`src/rtl/mem_port_arbiter_pkg.sv`:
```
// Shared processor definitions: FSM state encoding and owner codes
// used by the unified-memory port arbiter.
package mem_port_arbiter_pkg;

    // Gray-coded so it lines up with the control unit's encoding
    typedef enum logic [1:0] {
        IDLE  = 2'b00,
        ISSUE = 2'b01,
        WAIT  = 2'b11,
        RESP  = 2'b10
    } state_t;

    typedef enum logic {
        OWN_IF = 1'b0,
        OWN_DM = 1'b1
    } owner_t;

    localparam int CNT_W = 4;
    localparam int LAT_W = 3;

endpackage

```
`src/rtl/mem_port_arbiter_if.sv`:
```
// Request/response bundle between fetch, data access, the arbiter
// and the single-port memory macro.
interface mem_port_arbiter_if #(
    parameter int AW = 16,
    parameter int DW = 16
);
    logic          if_req;
    logic [AW-1:0] if_addr;
    logic          if_ack;
    logic [DW-1:0] if_rdata;
    logic          dm_req;
    logic          dm_we;
    logic [AW-1:0] dm_addr;
    logic [DW-1:0] dm_wdata;
    logic          dm_ack;
    logic [DW-1:0] dm_rdata;
    logic          mem_en;
    logic          mem_we;
    logic [AW-1:0] mem_addr;
    logic [DW-1:0] mem_wdata;
    logic [DW-1:0] mem_rdata;
    logic          busy;

    modport slave (
        input  if_req, if_addr,
        input  dm_req, dm_we, dm_addr, dm_wdata,
        input  mem_rdata,
        output if_ack, if_rdata,
        output dm_ack, dm_rdata,
        output mem_en, mem_we, mem_addr, mem_wdata,
        output busy
    );

    modport master (
        output if_req, if_addr,
        output dm_req, dm_we, dm_addr, dm_wdata,
        output mem_rdata,
        input  if_ack, if_rdata,
        input  dm_ack, dm_rdata,
        input  mem_en, mem_we, mem_addr, mem_wdata,
        input  busy
    );

endinterface

```
`src/rtl/mem_port_arbiter_arb_pick.sv`:
```
// Priority decision between fetch and data requests, with a saturating
// counter that forces a fetch grant after a run of data grants.
module arb_pick
    import mem_port_arbiter_pkg::*;
#(
    parameter int STARVE_MAX = 4
) (
    input  logic   clk,
    input  logic   rst,
    input  logic   sample,
    input  logic   if_req,
    input  logic   dm_req,
    output logic   grant,
    output owner_t owner
);
    localparam logic [CNT_W-1:0] SMAX = CNT_W'(STARVE_MAX);

    logic [CNT_W-1:0] count;
    logic             starve;
    logic             pick_dm;
    logic             pick_if;

    always_comb begin
        starve  = (count == SMAX) && if_req;
        pick_dm = dm_req && !starve;
        pick_if = if_req && !pick_dm;
        grant   = pick_dm || pick_if;
        owner   = pick_dm ? OWN_DM : OWN_IF;
    end

    // only DM grants that overtake a waiting fetch count towards starvation
    always_ff @(posedge clk) begin
        if (rst) begin
            count <= '0;
        end else if (sample) begin
            if (pick_if) begin
                count <= '0;
            end else if (pick_dm && if_req && count != SMAX) begin
                count <= count + 1'b1;
            end
        end
    end

endmodule

```
`src/rtl/mem_port_arbiter.sv`:
```
// Serialises fetch and data accesses onto the single-port memory and
// returns read data with a one-cycle acknowledge to the owner.
module mem_port_arbiter
    import mem_port_arbiter_pkg::*;
#(
    parameter int AW         = 16,
    parameter int DW         = 16,
    parameter int MEM_LAT    = 1,
    parameter int STARVE_MAX = 4
) (
    input logic               clk,
    input logic               rst,
    mem_port_arbiter_if.slave bus
);
    localparam logic [LAT_W-1:0] LAT = LAT_W'(MEM_LAT);

    state_t           state_q, state_d;
    owner_t           own_q, own_d;
    logic             we_q, we_d;
    logic [AW-1:0]    addr_q, addr_d;
    logic [DW-1:0]    wdata_q, wdata_d;
    logic [LAT_W-1:0] lat_q, lat_d;

    logic             mem_en_q, mem_en_d;
    logic             mem_we_q, mem_we_d;
    logic [AW-1:0]    mem_addr_q, mem_addr_d;
    logic [DW-1:0]    mem_wdata_q, mem_wdata_d;
    logic             if_ack_q, if_ack_d;
    logic             dm_ack_q, dm_ack_d;
    logic [DW-1:0]    if_rdata_q, if_rdata_d;
    logic [DW-1:0]    dm_rdata_q, dm_rdata_d;
    logic             busy_q, busy_d;

    logic             grant;
    owner_t           pick_own;

    arb_pick #(
        .STARVE_MAX(STARVE_MAX)
    ) u_pick (
        .clk   (clk),
        .rst   (rst),
        .sample(state_q == IDLE),
        .if_req(bus.if_req),
        .dm_req(bus.dm_req),
        .grant (grant),
        .owner (pick_own)
    );

    always_comb begin
        state_d    = state_q;
        own_d      = own_q;
        we_d       = we_q;
        addr_d     = addr_q;
        wdata_d    = wdata_q;
        lat_d      = lat_q;
        if_rdata_d = if_rdata_q;
        dm_rdata_d = dm_rdata_q;
        unique case (state_q)
            IDLE: begin
                if (grant) begin
                    state_d = ISSUE;
                    own_d   = pick_own;
                    if (pick_own == OWN_DM) begin
                        we_d    = bus.dm_we;
                        addr_d  = bus.dm_addr;
                        wdata_d = bus.dm_wdata;
                    end else begin
                        we_d    = 1'b0;
                        addr_d  = bus.if_addr;
                        wdata_d = '0;
                    end
                end
            end
            ISSUE: begin
                lat_d   = LAT_W'(1);
                state_d = we_q ? RESP : WAIT;
            end
            WAIT: begin
                if (lat_q == LAT) begin
                    state_d = RESP;
                    if (own_q == OWN_DM) dm_rdata_d = bus.mem_rdata;
                    else if_rdata_d = bus.mem_rdata;
                end else begin
                    lat_d = lat_q + 1'b1;
                end
            end
            RESP: begin
                state_d = IDLE;
            end
        endcase

        // outputs are registered copies of what the next state implies
        mem_en_d    = (state_d == ISSUE);
        mem_we_d    = mem_en_d && we_d;
        mem_addr_d  = mem_en_d ? addr_d : '0;
        mem_wdata_d = mem_en_d ? wdata_d : '0;
        dm_ack_d    = (state_d == RESP) && (own_d == OWN_DM);
        if_ack_d    = (state_d == RESP) && (own_d == OWN_IF);
        busy_d      = (state_d != IDLE);
    end

    always_ff @(posedge clk) begin
        if (rst) begin
            state_q     <= IDLE;
            own_q       <= OWN_IF;
            we_q        <= 1'b0;
            addr_q      <= '0;
            wdata_q     <= '0;
            lat_q       <= '0;
            mem_en_q    <= 1'b0;
            mem_we_q    <= 1'b0;
            mem_addr_q  <= '0;
            mem_wdata_q <= '0;
            if_ack_q    <= 1'b0;
            dm_ack_q    <= 1'b0;
            if_rdata_q  <= '0;
            dm_rdata_q  <= '0;
            busy_q      <= 1'b0;
        end else begin
            state_q     <= state_d;
            own_q       <= own_d;
            we_q        <= we_d;
            addr_q      <= addr_d;
            wdata_q     <= wdata_d;
            lat_q       <= lat_d;
            mem_en_q    <= mem_en_d;
            mem_we_q    <= mem_we_d;
            mem_addr_q  <= mem_addr_d;
            mem_wdata_q <= mem_wdata_d;
            if_ack_q    <= if_ack_d;
            dm_ack_q    <= dm_ack_d;
            if_rdata_q  <= if_rdata_d;
            dm_rdata_q  <= dm_rdata_d;
            busy_q      <= busy_d;
        end
    end

    assign bus.mem_en    = mem_en_q;
    assign bus.mem_we    = mem_we_q;
    assign bus.mem_addr  = mem_addr_q;
    assign bus.mem_wdata = mem_wdata_q;
    assign bus.if_ack    = if_ack_q;
    assign bus.dm_ack    = dm_ack_q;
    assign bus.if_rdata  = if_rdata_q;
    assign bus.dm_rdata  = dm_rdata_q;
    assign bus.busy      = busy_q;

endmodule

```
`src/flat_wrapper.sv`:
```
// flat-port wrapper written by rule: the top's interface ports become plain ports
module mem_port_arbiter_flat import mem_port_arbiter_pkg::*;
#(
    parameter int AW         = 16,
    parameter int DW         = 16,
    parameter int MEM_LAT    = 1,
    parameter int STARVE_MAX = 4
)
  (clk, rst, bus_if_req, bus_if_addr, bus_dm_req, bus_dm_we, bus_dm_addr, bus_dm_wdata, bus_mem_rdata, bus_if_ack, bus_if_rdata, bus_dm_ack, bus_dm_rdata, bus_mem_en, bus_mem_we, bus_mem_addr, bus_mem_wdata, bus_busy);
  mem_port_arbiter_if #(.AW(AW), .DW(DW)) bus_i ();
  input logic clk;
  input logic rst;
  input wire logic [$bits(bus_i.if_req)-1:0] bus_if_req;
  input wire logic [$bits(bus_i.if_addr)-1:0] bus_if_addr;
  input wire logic [$bits(bus_i.dm_req)-1:0] bus_dm_req;
  input wire logic [$bits(bus_i.dm_we)-1:0] bus_dm_we;
  input wire logic [$bits(bus_i.dm_addr)-1:0] bus_dm_addr;
  input wire logic [$bits(bus_i.dm_wdata)-1:0] bus_dm_wdata;
  input wire logic [$bits(bus_i.mem_rdata)-1:0] bus_mem_rdata;
  output wire logic [$bits(bus_i.if_ack)-1:0] bus_if_ack;
  output wire logic [$bits(bus_i.if_rdata)-1:0] bus_if_rdata;
  output wire logic [$bits(bus_i.dm_ack)-1:0] bus_dm_ack;
  output wire logic [$bits(bus_i.dm_rdata)-1:0] bus_dm_rdata;
  output wire logic [$bits(bus_i.mem_en)-1:0] bus_mem_en;
  output wire logic [$bits(bus_i.mem_we)-1:0] bus_mem_we;
  output wire logic [$bits(bus_i.mem_addr)-1:0] bus_mem_addr;
  output wire logic [$bits(bus_i.mem_wdata)-1:0] bus_mem_wdata;
  output wire logic [$bits(bus_i.busy)-1:0] bus_busy;
  assign bus_i.if_req = bus_if_req;
  assign bus_i.if_addr = bus_if_addr;
  assign bus_i.dm_req = bus_dm_req;
  assign bus_i.dm_we = bus_dm_we;
  assign bus_i.dm_addr = bus_dm_addr;
  assign bus_i.dm_wdata = bus_dm_wdata;
  assign bus_i.mem_rdata = bus_mem_rdata;
  assign bus_if_ack = bus_i.if_ack;
  assign bus_if_rdata = bus_i.if_rdata;
  assign bus_dm_ack = bus_i.dm_ack;
  assign bus_dm_rdata = bus_i.dm_rdata;
  assign bus_mem_en = bus_i.mem_en;
  assign bus_mem_we = bus_i.mem_we;
  assign bus_mem_addr = bus_i.mem_addr;
  assign bus_mem_wdata = bus_i.mem_wdata;
  assign bus_busy = bus_i.busy;
  mem_port_arbiter #(.AW(AW), .DW(DW), .MEM_LAT(MEM_LAT), .STARVE_MAX(STARVE_MAX)) u_core (.clk(clk), .rst(rst), .bus(bus_i));
endmodule
```
`config.mk`:
```
export PLATFORM = sky130hd
export DESIGN_NAME = mem_port_arbiter_flat
export DESIGN_NICKNAME = d
export VERILOG_FILES = /design/src/rtl/mem_port_arbiter_pkg.sv /design/src/rtl/mem_port_arbiter_if.sv /design/src/rtl/mem_port_arbiter_arb_pick.sv /design/src/rtl/mem_port_arbiter.sv /design/src/flat_wrapper.sv
export SDC_FILE = /design/constraint.sdc
export NUM_CORES = 1
export LEC_CHECK = 0
export CAP_MARGIN = 0
export CORE_UTILIZATION = 40
export DETAILED_ROUTE_END_ITERATION = 6
export PLACE_DENSITY = 0.87
export SETUP_SLACK_MARGIN = 0.4
export SLEW_MARGIN = 25
export SYNTH_ARGS = -nofsm -noshare
export SYNTH_HDL_FRONTEND = slang
export SYNTH_SLANG_ARGS = --single-unit
```
`constraint.sdc`:
```
create_clock -name clk -period 3.4 [get_ports clk]
set_clock_uncertainty 0.2 [all_clocks]
set_input_delay 0.85 -clock clk [delete_from_list [all_inputs] [get_ports clk]]
set_output_delay 0.85 -clock clk [all_outputs]
set_load 0.01 [all_outputs]
```
=== Word-level counts from Yosys, hierarchy flattened ===
Index checks and enable logic that the tools add are counted.
Widths: inputs -> output; s select.

* Register bits: 112
* Input port bits: 69
* Logic and storage cells: 70

* Add/subtract/negate cells: 2
* Eq/ne operators: 9
* Multiplexer cells: 20
* Bitwise gates (word level): 3
* Reductions and logical operators: 20

{| class="wikitable"
|+ Operator list
! operator !! count
|-
| $mux 16 || 6
|-
| $logic_and 1x1->1 || 8
|-
| $mux 4 || 2
|-
| $pmux 2 s4 || 1
|-
| $mux 1 || 7
|-
| $eq 2x2->1 const B || 3
|-
| $pmux 3 s2 || 1
|-
| $reduce_and 3->1 || 2
|-
| $reduce_bool 2->1 || 3
|-
| $add 4x1->4 const B || 1
|-
| $eq 2x1->1 const B || 2
|-
| $eq 4x3->1 const B || 1
|-
| $mux 2 || 2
|-
| $ne 4x3->1 const B || 1
|-
| $reduce_and 2->1 || 2
|-
| $add 3x1->3 const B || 1
|-
| $eq 3x1->1 const B || 1
|-
| $mux 3 || 1
|-
| $not 1->1 || 3
|-
| $logic_not 1->1 || 2
|-
| $logic_not 2->1 || 1
|-
| $ne 2x2->1 const B || 1
|-
| $reduce_or 2->1 || 1
|-
| $logic_or 1x1->1 || 1
|}

=== Longest topological paths before layout ===
Gate-level depths: netlist (run 1).

* Depth after elaboration: 12
* Gate-level depth with buffers: 8
* Gate-level depth less buffers: 6

=== Cells and area by module ===
Synthesis (run 1) repeated with hierarchy kept, for this count alone.

* Cells, all modules: 298
* Area total of the unflattened synthesis: 3090.5 um^2

{| class="wikitable"
|+ By module, submodules not included
! module !! times used !! cells each !! area each (um^2) !! sequential area each (um^2)
|-
| mem_port_arbiter || 1 || 269 || 2852.7 || 1521.5
|-
| arb_pick || 1 || 29 || 237.7 || 80.1
|}

=== Worst setup path after synthesis (run 1) ===
Ideal clock, no wire load.

* Path kind: input port to flip-flop
* From: in bus_if_req
* To: reg u_core.u_pick.count[3]
* Setup time: 74 ps
* Arrival: 1881 ps
* Required time: 3126 ps
* Path slack: 1244 ps
* Stages on the path: 5
* Path buffers: 1
* Cell sequence: buf_6 nand4b_1 nand2_4 or4_1 a31oi_1

* Word-level cells in the longest chain between the ends: 7
* Elaborated cells on any way between the ends: 10
* Classes of those cells: mux (1); reduce/logical (9)

{| class="wikitable"
|+ Ends and longest elaborated chain
! element !! RTL line !! text
|-
| start: declaration || flat_wrapper.sv:13 || <nowiki>input wire logic [$bits(bus_i.if_req)-1:0] bus_if_req;</nowiki>
|-
| $logic_and 1x1->1 || mem_port_arbiter_arb_pick.sv:24 || <nowiki>starve = (count == SMAX) && if_req;</nowiki>
|-
| $logic_not 1->1 || mem_port_arbiter_arb_pick.sv:25 || <nowiki>pick_dm = dm_req && !starve;</nowiki>
|-
| $logic_and 1x1->1 || mem_port_arbiter_arb_pick.sv:25 ||
|-
| $logic_not 1->1 or $logic_and 1x1->1 (tied branches) || mem_port_arbiter_arb_pick.sv:26, mem_port_arbiter_arb_pick.sv:38 ||
|-
| $logic_and 1x1->1 (on tied branches) || mem_port_arbiter_arb_pick.sv:26, mem_port_arbiter_arb_pick.sv:38 ||
|-
| $reduce_bool 2->1 (no source line) || - ||
|-
| $reduce_and 2->1 (no source line) || - ||
|-
| end signal: assignment || mem_port_arbiter_arb_pick.sv:39 || <nowiki>count <= count + 1'b1;</nowiki>
|-
| end: declaration || mem_port_arbiter_arb_pick.sv:18 || <nowiki>logic [CNT_W-1:0] count;</nowiki>
|}

Several ways; a longest one is shown, not always the timed one.
A chain may end at the register's enable or synchronous reset.

=== Final worst setup path (run 1) ===
Same ends and word-level chain as after synthesis.

==> results of run 1 <==
[path summary, 6_finish.rpt]
| check | startpoint | to | slack (ns) | cells past startpoint |
|---|---|---|---|---|
| setup / recovery | bus_if_req | u_core.u_pick.count[3]$_SDFFE_PP0P_ | 0.87 | 5 |
| setup reg to reg | u_core.lat_q[1]$_SDFFE_PP0P_ | u_core.bus.dm_rdata[14]$_SDFFE_PP0P_ | 1.25 | 6 |
| hold reg to reg | u_core.bus.dm_rdata[7]$_SDFFE_PP0P_ | u_core.bus.dm_rdata[7]$_SDFFE_PP0P_ | 0.26 | 2 |
| hold / removal | u_core.bus.dm_rdata[7]$_SDFFE_PP0P_ | u_core.bus.dm_rdata[7]$_SDFFE_PP0P_ | 0.26 | 2 |
[power breakdown]
part | switching (mW) | internal [mW] | total (mW)
combinational | 0.106 | 0.143 | 0.248
clock | 0.330 | 0.508 | 0.838
sequential | 0.0167 | 0.967 | 0.984
[metal layers]
metal | global-route usage | wire, µm | part of all wire | vias to the layer above
met2 | 0.346 | 3630 | 0.50 | 100
met5 | 0 | 0 | 0 | -
met4 | 0.0969 | 161 | 0.022 | 0
met1 | 0.224 | 2950 | 0.40 | 1182
li1 | - | - | - | 1301
met3 | 0.0626 | 541 | 0.074 | 16
[worst max-delay path, stage by stage]
cell and delay [ns]:
clkdlybuf4s50_1 0.56, nand4b_1 0.25, nand2_4 0.22, or4_1 0.56, a31oi_1 0.16
[cell type report]
type	count	area (µm²)
inverter	8	30.0
multi-input combinational	205	1140
fill	581	2380
sequential	80	1600
clock buffer	11	141
timing repair buffer	139	1390
clock inverter	5	104
tap	96	120
[synth_stat cells (2+ instances only)]
library cell / count
nand2_4: 2
and3_1: 17
clkbuf_1: 12
nor2_1: 23
a21oi_1: 39
ha_1: 4
dfxtp_1: 80
nand3_1: 2
nor2b_1: 3
buf_2: 10
nand2_1: 69
buf_6: 3
o21ai_0: 2
nor3_2: 2
inv_1: 8
mux2i_1: 16
nor3b_1: 2
or3_1: 4
[logic make-up (layout without fill, tap and decap cells)]
kind of cell    Yosys count  count (layout)
flops                    80              80
simple gates            136             136
compound gates           49              49
mux                      16              16
fa+ha+maj                 4               4
buf+inv                  34             163
[flip-flops by register name (all words and copies together) (netlist names)]
register              flops
u_core.state_q            2
u_core.bus.dm_ack         1
u_core.lat_q              3
u_core.bus.if_rdata      16
u_core.bus.busy           1
u_core.bus.if_ack         1
u_core.we_q               1
u_core.bus.mem_addr      16
u_core.own_q              1
u_core.bus.mem_wdata     16
u_core.u_pick.count       4
u_core.bus.mem_we         1
u_core.bus.mem_en         1
u_core.bus.dm_rdata      16
[per-stage QoR]
stage	hold slack, ns	cell area (µm²)	total power [mW]
after global placement	0.242	4270	1.24
after global routing	0.274	4520	2.15
final	0.255	4520	2.07
after CTS	0.257	4520	2.08
after floorplan	0.248	2900	1.11
after detailed placement	0.246	4270	1.25
==> flow_summary.yaml, run 1 <==
drt:
  drc: 0
  drt_first_pass_iters: 4
  via_per_inst: 4.78
  vias: 2599
  drtAntennaViolNets: 0
  drtIter0Drc: 98
  totalWireLength_um: 7280
  wire_per_inst_um: 13.4
global_route:
  antenna_found_initial: 0
  grt-ovfl-total: 0
  grt_pass1_vias: 2556
  grt_use_total: 0.200
  grt_pass1_wl_um: 11600
  grt_max_degree: 44
synthesis:
  synth_top_family_by_area: "simple AND/OR/NAND/NOR gates"
  avgSynthCellArea_um2: 9.08
  synthAdderAreaFrac: 0.0173
  synth_compound_area_frac: 0.0937
  synth-simple-area-share: 0.225
  synth_async_sr_flop_share: 0
  synthTopCellsByArea: "dfxtp_1, nand2_1, a21oi_1, mux2i_1, and3_1"
  synth_seq_cells: 80
  yosysSeqAreaShare: 0.553
  syn-num-nets: 392
  ys_types: 39
  synth-xor-area-share: 0
  synthFlopType: "dfxtp_1"
  synth-edff-count: 0
  synthCells: 319
  synth_top_area_cell: "dfxtp_1"
  syn_area_um2: 2900
  yosys_warnings: 0
  synthMuxAreaShare: 0.0553
  yosys.area.top_type_share: 0.553
layout:
  area_growth_pct: 56.1
  fin_cells: 544
  diodes: 0
  fin_util: 0.655
  mostFrequentLayoutCells: "clkdlybuf4s50_1, dfxtp_1, nand2_1"
  layout_commonest_cell: "clkdlybuf4s50_1"
  drive_above_1_share: 0.0580
  fin_nets: 516
floorplan:
  num_rows: 30
  dieArea_um2: 7590
  die_width_um: 87.1
  start_util: 0.420
  ioPinCount: 138
  coreArea_um2: 6910
  die_h_um: 87.1
run_status:
  status: "complete, no violations"
sta:
  setup_violations: 0
  hold_violations: 0
  min_period_ns: 2.53
  fin_tns_setup_ns: 0
  clock.fmax_mhz: 395
  rsz0062_at_grt: "no"
  fin_crit_sh: 0.745
  worst_slew_pin_slew_ns: 1.00
  finalWorstSetupSlack_ns: 0.866
  relSlewSlack: 0.327
  slew_violations: 0
cts:
  cts_tree: "done"
  htreeDepth: 3
  cts_buffers: 9
  cts_sinks: 80
  hold_buffers: 0
  cts.repair.resized: 0
  post_cts_buffers: 0
  clk_latency_ns: 0.34
  cts_buffer_depth: 2
  root_buffer: "clkbuf_8"
  clkTransAtPathRegs_ns: 0.08
setup_path:
  cp.arrival_ns: 2.60
  start_kind: "input pin"
  path_max_fanout: 19
  endpoint_kind: "flop"
  cp.required_ns: 3.47
  crit_type: "input pin to flop"
hold_path:
  hp-class: "flop to flop"
pwr:
  p_leak_nw: 1.72
  vdd_ir_drop_max_v: 0.000323
  p_per_area_nw_per_um2: 458
placed_design:
  place_inst: 528
  port_buffers: 137
  gp_congestion: 0.729
  hpwl_um: 5340
  dp_slack_ns: 0.511
run:
  drv_cap: 0
(Power assumes the default switching activity.)
==> run 2, diff against run 1 <==
--- a/config.mk
+++ b/config.mk
@@ -6,9 +6,9 @@
 export NUM_CORES = 1
 export LEC_CHECK = 0
 export CAP_MARGIN = 0
-export CORE_UTILIZATION = 40
+export CORE_UTILIZATION = 36
 export DETAILED_ROUTE_END_ITERATION = 6
-export PLACE_DENSITY = 0.87
+export PLACE_DENSITY = 0.83
 export SETUP_SLACK_MARGIN = 0.4
 export SLEW_MARGIN = 25
 export SYNTH_ARGS = -nofsm -noshare
==> constraint.sdc (replaced) <==
create_clock -name clk -period 2 [get_ports clk]
set_clock_uncertainty 0.2 [all_clocks]
set_input_delay 0.5 -clock clk [delete_from_list [all_inputs] [get_ports clk]]
set_output_delay 0.5 -clock clk [all_outputs]
set_load 0.01 [all_outputs]
==> flow_summary.yaml, run 2 (synthesis results as in run 1) <==
placed_design:
  hpwl_um: 5210
  port_buffers: 137
  gp_congestion: 0.842
layout:
  area_growth_pct: 55.8
  multi_input_area_um2: 1190
  drive_above_1_share: 0.363
  mostFrequentLayoutCells: "nand2_1, clkdlybuf4s50_1, buf_2"
  fin_nets: 539
  regArea_um2: 1660
  fill_cells: 705
  diodes: 0
  fin_util: 0.581
  layout_commonest_cell: "nand2_1"
run_status:
  status: "complete, no violations"
setup_path:
  rr_endpoint: "u_core.u_pick.count[3]$_SDFFE_PP0P_"
  path_max_fanout: 5
  startpoint: "u_core.u_pick.count[1]$_SDFFE_PP0P_"
  crit_type: "flop to flop"
  cp.arrival_ns: 1.68
  r2r-start: "u_core.u_pick.count[1]$_SDFFE_PP0P_"
  cp.required_ns: 2.06
  endpoint: "u_core.u_pick.count[3]$_SDFFE_PP0P_"
  start_kind: "flop"
  rrSetupSlack_ns: 0.39
  r2r_cells: 6
  endpoint_kind: "flop"
drt:
  drtIter0Drc: 102
  vias: 2681
  wire_per_inst_um: 12.9
  drc: 0
  drtAntennaViolNets: 0
  totalWireLength_um: 7410
  via_per_inst: 4.68
  drt_first_pass_iters: 4
global_route:
  grt_max_degree: 36
  grt_pass1_wl_um: 12100
  grt_pass1_vias: 2670
  antenna_found_initial: 0
  grt-ovfl-total: 0
  grt_use_total: 0.181
sta:
  fin_crit_sh: 0.807
  rsz0062_at_grt: "yes"
  clock.fmax_mhz: 619
  setup_violations: 0
  slew_violations: 0
  relSlewSlack: 0.738
  min_period_ns: 1.61
  hold_violations: 0
  fin_tns_setup_ns: 0
  worst_slew_pin_slew_ns: 0.389
cts:
  cts_buffer_depth: 2
  hold_buffers: 0
  clkTransAtPathRegs_ns: 0.08
  cts_tree: "done"
  root_buffer: "clkbuf_8"
  clk_latency_ns: 0.34
  htreeDepth: 3
  cts_buffers: 9
  cts_sinks: 80
floorplan:
  ioPinCount: 138
  dieArea_um2: 8410
  num_rows: 32
  die_width_um: 91.7
  die_h_um: 91.7
  start_util: 0.373
  coreArea_um2: 7770
pwr:
  p_leak_nw: 2.01
  vdd_ir_drop_max_v: 0.000418
  p_per_area_nw_per_um2: 726
hold_path:
  hp-class: "flop to flop"
run:
  drv_cap: 0
-- run 2: cell count changes in the layout (fill, tap and decap cells not counted), sizes merged --
| cell | delta |
|---|---|
| clkdlybuf4s15 | +1 |
| clkdlybuf4s50 | -71 |
| dlygate4sd2 | +2 |
| bufinv | -2 |
| buf | +87 |
| clkbuf | +5 |
| clkinvlp | +1 |
-- run 2: worst min path at each step --
stage,cells after the start,endpoint,from
5_1_grt,2,u_core.bus.dm_rdata[3]$_SDFFE_PP0P_,u_core.bus.dm_rdata[3]$_SDFFE_PP0P_
3_3_place_gp,2,u_core.bus.dm_rdata[6]$_SDFFE_PP0P_,u_core.bus.dm_rdata[6]$_SDFFE_PP0P_
6_report,2,u_core.bus.dm_rdata[11]$_SDFFE_PP0P_,u_core.bus.dm_rdata[11]$_SDFFE_PP0P_
2_1_floorplan,2,u_core.we_q$_SDFF_PP0_,u_core.we_q$_SDFF_PP0_
3_5_place_dp,2,u_core.bus.if_rdata[5]$_SDFFE_PP0P_,u_core.bus.if_rdata[5]$_SDFFE_PP0P_
4_1_cts,2,u_core.bus.dm_rdata[11]$_SDFFE_PP0P_,u_core.bus.dm_rdata[11]$_SDFFE_PP0P_
-- run 2: worst max-delay path: stages, from the launching register on --
cell      delay, ns
dfxtp_2        0.34
inv_2          0.05
ha_4           0.15
nand4b_1       0.14
nand2_4        0.10
or4_4          0.41
a31oi_1        0.16
-- run 2: routing by layer --
metal  routed length (µm)  track usage
met1                 3140        0.210
met2                 3660        0.314
met3                  476       0.0489
met4                  126       0.0742
met5                    0            0
-- run 2: final cells by class --
type                            count  share of cell area
Inverter                            8             0.00665
Multi-Input combinational cell    205               0.264
Tap cell                          102              0.0283
Clock buffer                       12              0.0299
Timing Repair Buffer              162               0.292
Clock inverter                      4              0.0122
Sequential cell                    80               0.367
-- run 2: timing repair --
item,in CTS,in global routing
resized for setup,261,67
endpoints found under the hold margin,0,0
buffers inserted,2,5
endpoints found under the setup margin,142,90
pin swaps,4,12
cloned,0,1
-- run 2: power by group --
part / internal [mW] / switching [mW] / total (mW)
Sequential: 1.65 / 0.0265 / 1.67
Clock: 0.583 / 0.554 / 1.14
Combinational: 0.270 / 0.198 / 0.468
Total: 2.50 / 0.779 / 3.28
-- run 2: per-stage QoR --
| stage | instance area [µm²] | instances | power (mW) | hold WS, ns | setup slack (ns) |
|---|---|---|---|---|---|
| 5_1_grt | 4510 | 573 | 3.46 | 0.270 | 0.304 |
| 3_3_place_gp | 4470 | 549 | 2.17 | 0.240 | -0.0464 |
| 6_report | 4510 | 573 | 3.28 | 0.254 | 0.385 |
| 4_1_cts | 4650 | 567 | 3.30 | 0.255 | 0.309 |
| 3_5_place_dp | 4470 | 549 | 2.18 | 0.247 | -0.0868 |
| 2_1_floorplan | 2970 | 319 | 1.91 | 0.248 | 0.344 |
==> run 3, diff against run 2 <==
--- a/config.mk
+++ b/config.mk
@@ -6,9 +6,9 @@
 export NUM_CORES = 1
 export LEC_CHECK = 0
 export CAP_MARGIN = 0
-export CORE_UTILIZATION = 36
+export CORE_UTILIZATION = 40
 export DETAILED_ROUTE_END_ITERATION = 6
-export PLACE_DENSITY = 0.83
+export PLACE_DENSITY = 0.87
 export SETUP_SLACK_MARGIN = 0.4
 export SLEW_MARGIN = 25
 export SYNTH_ARGS = -nofsm -noshare
==> constraint.sdc (replaced) <==
create_clock -name clk -period 1.5 [get_ports clk]
set_clock_uncertainty 0.2 [all_clocks]
set_input_delay 0.375 -clock clk [delete_from_list [all_inputs] [get_ports clk]]
set_output_delay 0.375 -clock clk [all_outputs]
set_load 0.01 [all_outputs]
==> flow_summary.yaml, run 3 (synthesis results as in run 1) <==
cts:
  htreeDepth: 3
  cts_buffers: 9
  root_buffer: "clkbuf_8"
  cts_sinks: 80
  cts_tree: "done"
  cts_buffer_depth: 2
  clkTransAtPathRegs_ns: 0.10
  clk_latency_ns: 0.37
layout:
  fill_cells: 321
  diodes: 0
  area_growth_pct: 105
  fin_util: 0.858
  mostFrequentLayoutCells: "clkdlybuf4s50_1, buf_6, buf_4"
  drive_above_1_share: 0.669
  fin_nets: 591
  layout_commonest_cell: "clkdlybuf4s50_1"
setup_path:
  r2r_cells: 8
  critPathMaxStageDelay_ns: 0.33
  cp_cell_sequence: "inv_2 -> ha_4 -> nand2b_4 -> buf_6 -> nor3_4 -> buf_6 -> nand2_1 -> a21oi_2"
  path_max_fanout: 8
  cpMaxStageDelayCell: "dfxtp_2"
  endpoint_kind: "flop"
  start_kind: "flop"
  cp.required_ns: 1.58
  cp.arrival_ns: 1.87
  cpMostUsedCell: "buf_6"
  crit_type: "flop to flop"
sta:
  hold_violations: 0
  min_period_ns: 1.79
  holdWs_ns: 0.237
  clock.fmax_mhz: 558
  rsz0062_at_grt: "yes"
  worst_slew_pin_slew_ns: 0.327
  fin_crit_sh: 1.19
  finalWorstSetupSlack_ns: -0.291
  relSlewSlack: 0.780
  setup_violations: 76
  slew_violations: 0
drt:
  totalWireLength_um: 13800
  via_per_inst: 5.44
  drc: 0
  wire_per_inst_um: 22.3
  vias: 3368
  drtAntennaViolNets: 0
  drt_first_pass_iters: 5
  drtIter0Drc: 225
global_route:
  grt-ovfl-total: 0
  antenna_found_initial: 0
  grt_pass1_vias: 3077
  grt_max_degree: 20
  grt_pass1_wl_um: 15800
  grt_use_total: 0.282
pwr:
  pwr-share-seq: 0.459
  combPwrFrac: 0.193
  vdd_ir_drop_max_v: 0.000647
  finalPower_mw: 4.85
  switching_share: 0.277
  internal_power_mw: 3.51
  p_sw_mw: 1.34
  pwr-share-clk: 0.349
  p_per_area_nw_per_um2: 818
  p_leak_nw: 2.54
hold_path:
  whs_path_depth: 3
  hp-class: "input pin to flop"
placed_design:
  gp_congestion: 0.783
  hpwl_um: 5790
  port_buffers: 137
run_status:
  status: "complete, but fails checks"
  failed_checks: "negative setup slack"
floorplan:
  ioPinCount: 138
  dieArea_um2: 7590
  start_util: 0.420
  num_rows: 30
  die_h_um: 87.1
  coreArea_um2: 6910
  die_width_um: 87.1
run:
  drv_cap: 0
[run 3: changes by cell type in the layout (fill, tap and decap cells not counted), moves of 32 or more]
cell	delta
nand2_2	+32
buf_6	+57
a21oi_1	-38
nand2_1	-61
buf_4	+32
a21oi_2	+38
buf_2	-40
[run 3: final timing paths]
path / slack, ns / to / start
worst max-delay path: -0.29 / u_core.bus.if_rdata[1]$_SDFFE_PP0P_ / u_core.lat_q[1]$_SDFFE_PP0P_
worst min-delay path: 0.24 / u_core.state_q[0]$_SDFF_PP0_ / rst
worst max register to register: -0.29 / u_core.bus.if_rdata[1]$_SDFFE_PP0P_ / u_core.lat_q[1]$_SDFFE_PP0P_
worst min register to register: 0.28 / u_core.bus.if_rdata[5]$_SDFFE_PP0P_ / u_core.bus.if_rdata[5]$_SDFFE_PP0P_
[run 3: cell type report]
class	count	area [µm²]	area share
clock inverter	5	56.3	0.00950
inverter	8	30.0	0.00507
clock buffer	11	141	0.0238
tap	96	120	0.0203
sequential	80	1700	0.286
timing repair buffer	214	2130	0.360
multi-input combinational	205	1750	0.295
[run 3: metal layers]
| metal | GRT usage | routed length (µm) | vias up |
|---|---|---|---|
| li1 | - | - | 1450 |
| met1 | 0.320 | 5070 | 1639 |
| met2 | 0.485 | 7010 | 218 |
| met3 | 0.0588 | 928 | 61 |
| met4 | 0.174 | 783 | 0 |
| met5 | 0 | 0 | - |
[run 3: timing repair]
action	in CTS	in global routing
pin swaps	66	39
endpoints found under the setup margin	149	149
gates cloned	8	0
hold buffers	0	0
resized for setup	477	101
buffers inserted	9	32
[run 3: critical path: cells and delay by family, from the launching register on]
| kind | cells | cell delay (ns) |
|---|---|---|
| compound gates | 1 | 0.25 |
| fa+ha+maj | 1 | 0.16 |
| buf+inv | 3 | 0.40 |
| flops | 1 | 0.33 |
| simple gates | 3 | 0.36 |
[run 3: metrics by stage]
| stage | worst slack, ns | setup TNS [ns] | area (µm²) | instances |
|---|---|---|---|---|
| 2_1_floorplan | -0.142 | -2.80 | 3010 | 319 |
| 3_3_place_gp | -0.418 | -21.11 | 4550 | 554 |
| 3_5_place_dp | -0.498 | -24.03 | 4550 | 554 |
| 4_1_cts | -0.126 | -3.35 | 5340 | 587 |
| 5_1_grt | -0.328 | -15.29 | 5930 | 619 |
| 6_report | -0.291 | -12.01 | 5930 | 619 |
[run 3: power by group through the flow]
stage                     Combinational (mW)  Clock [mW]  Sequential, mW
after CTS                              0.785        1.61            2.23
final                                  0.934        1.69            2.23
after global routing                   0.969        1.76            2.23
after floorplan                        0.256           0            2.30
after detailed placement               0.654           0            2.28
after global placement                 0.633           0            2.27
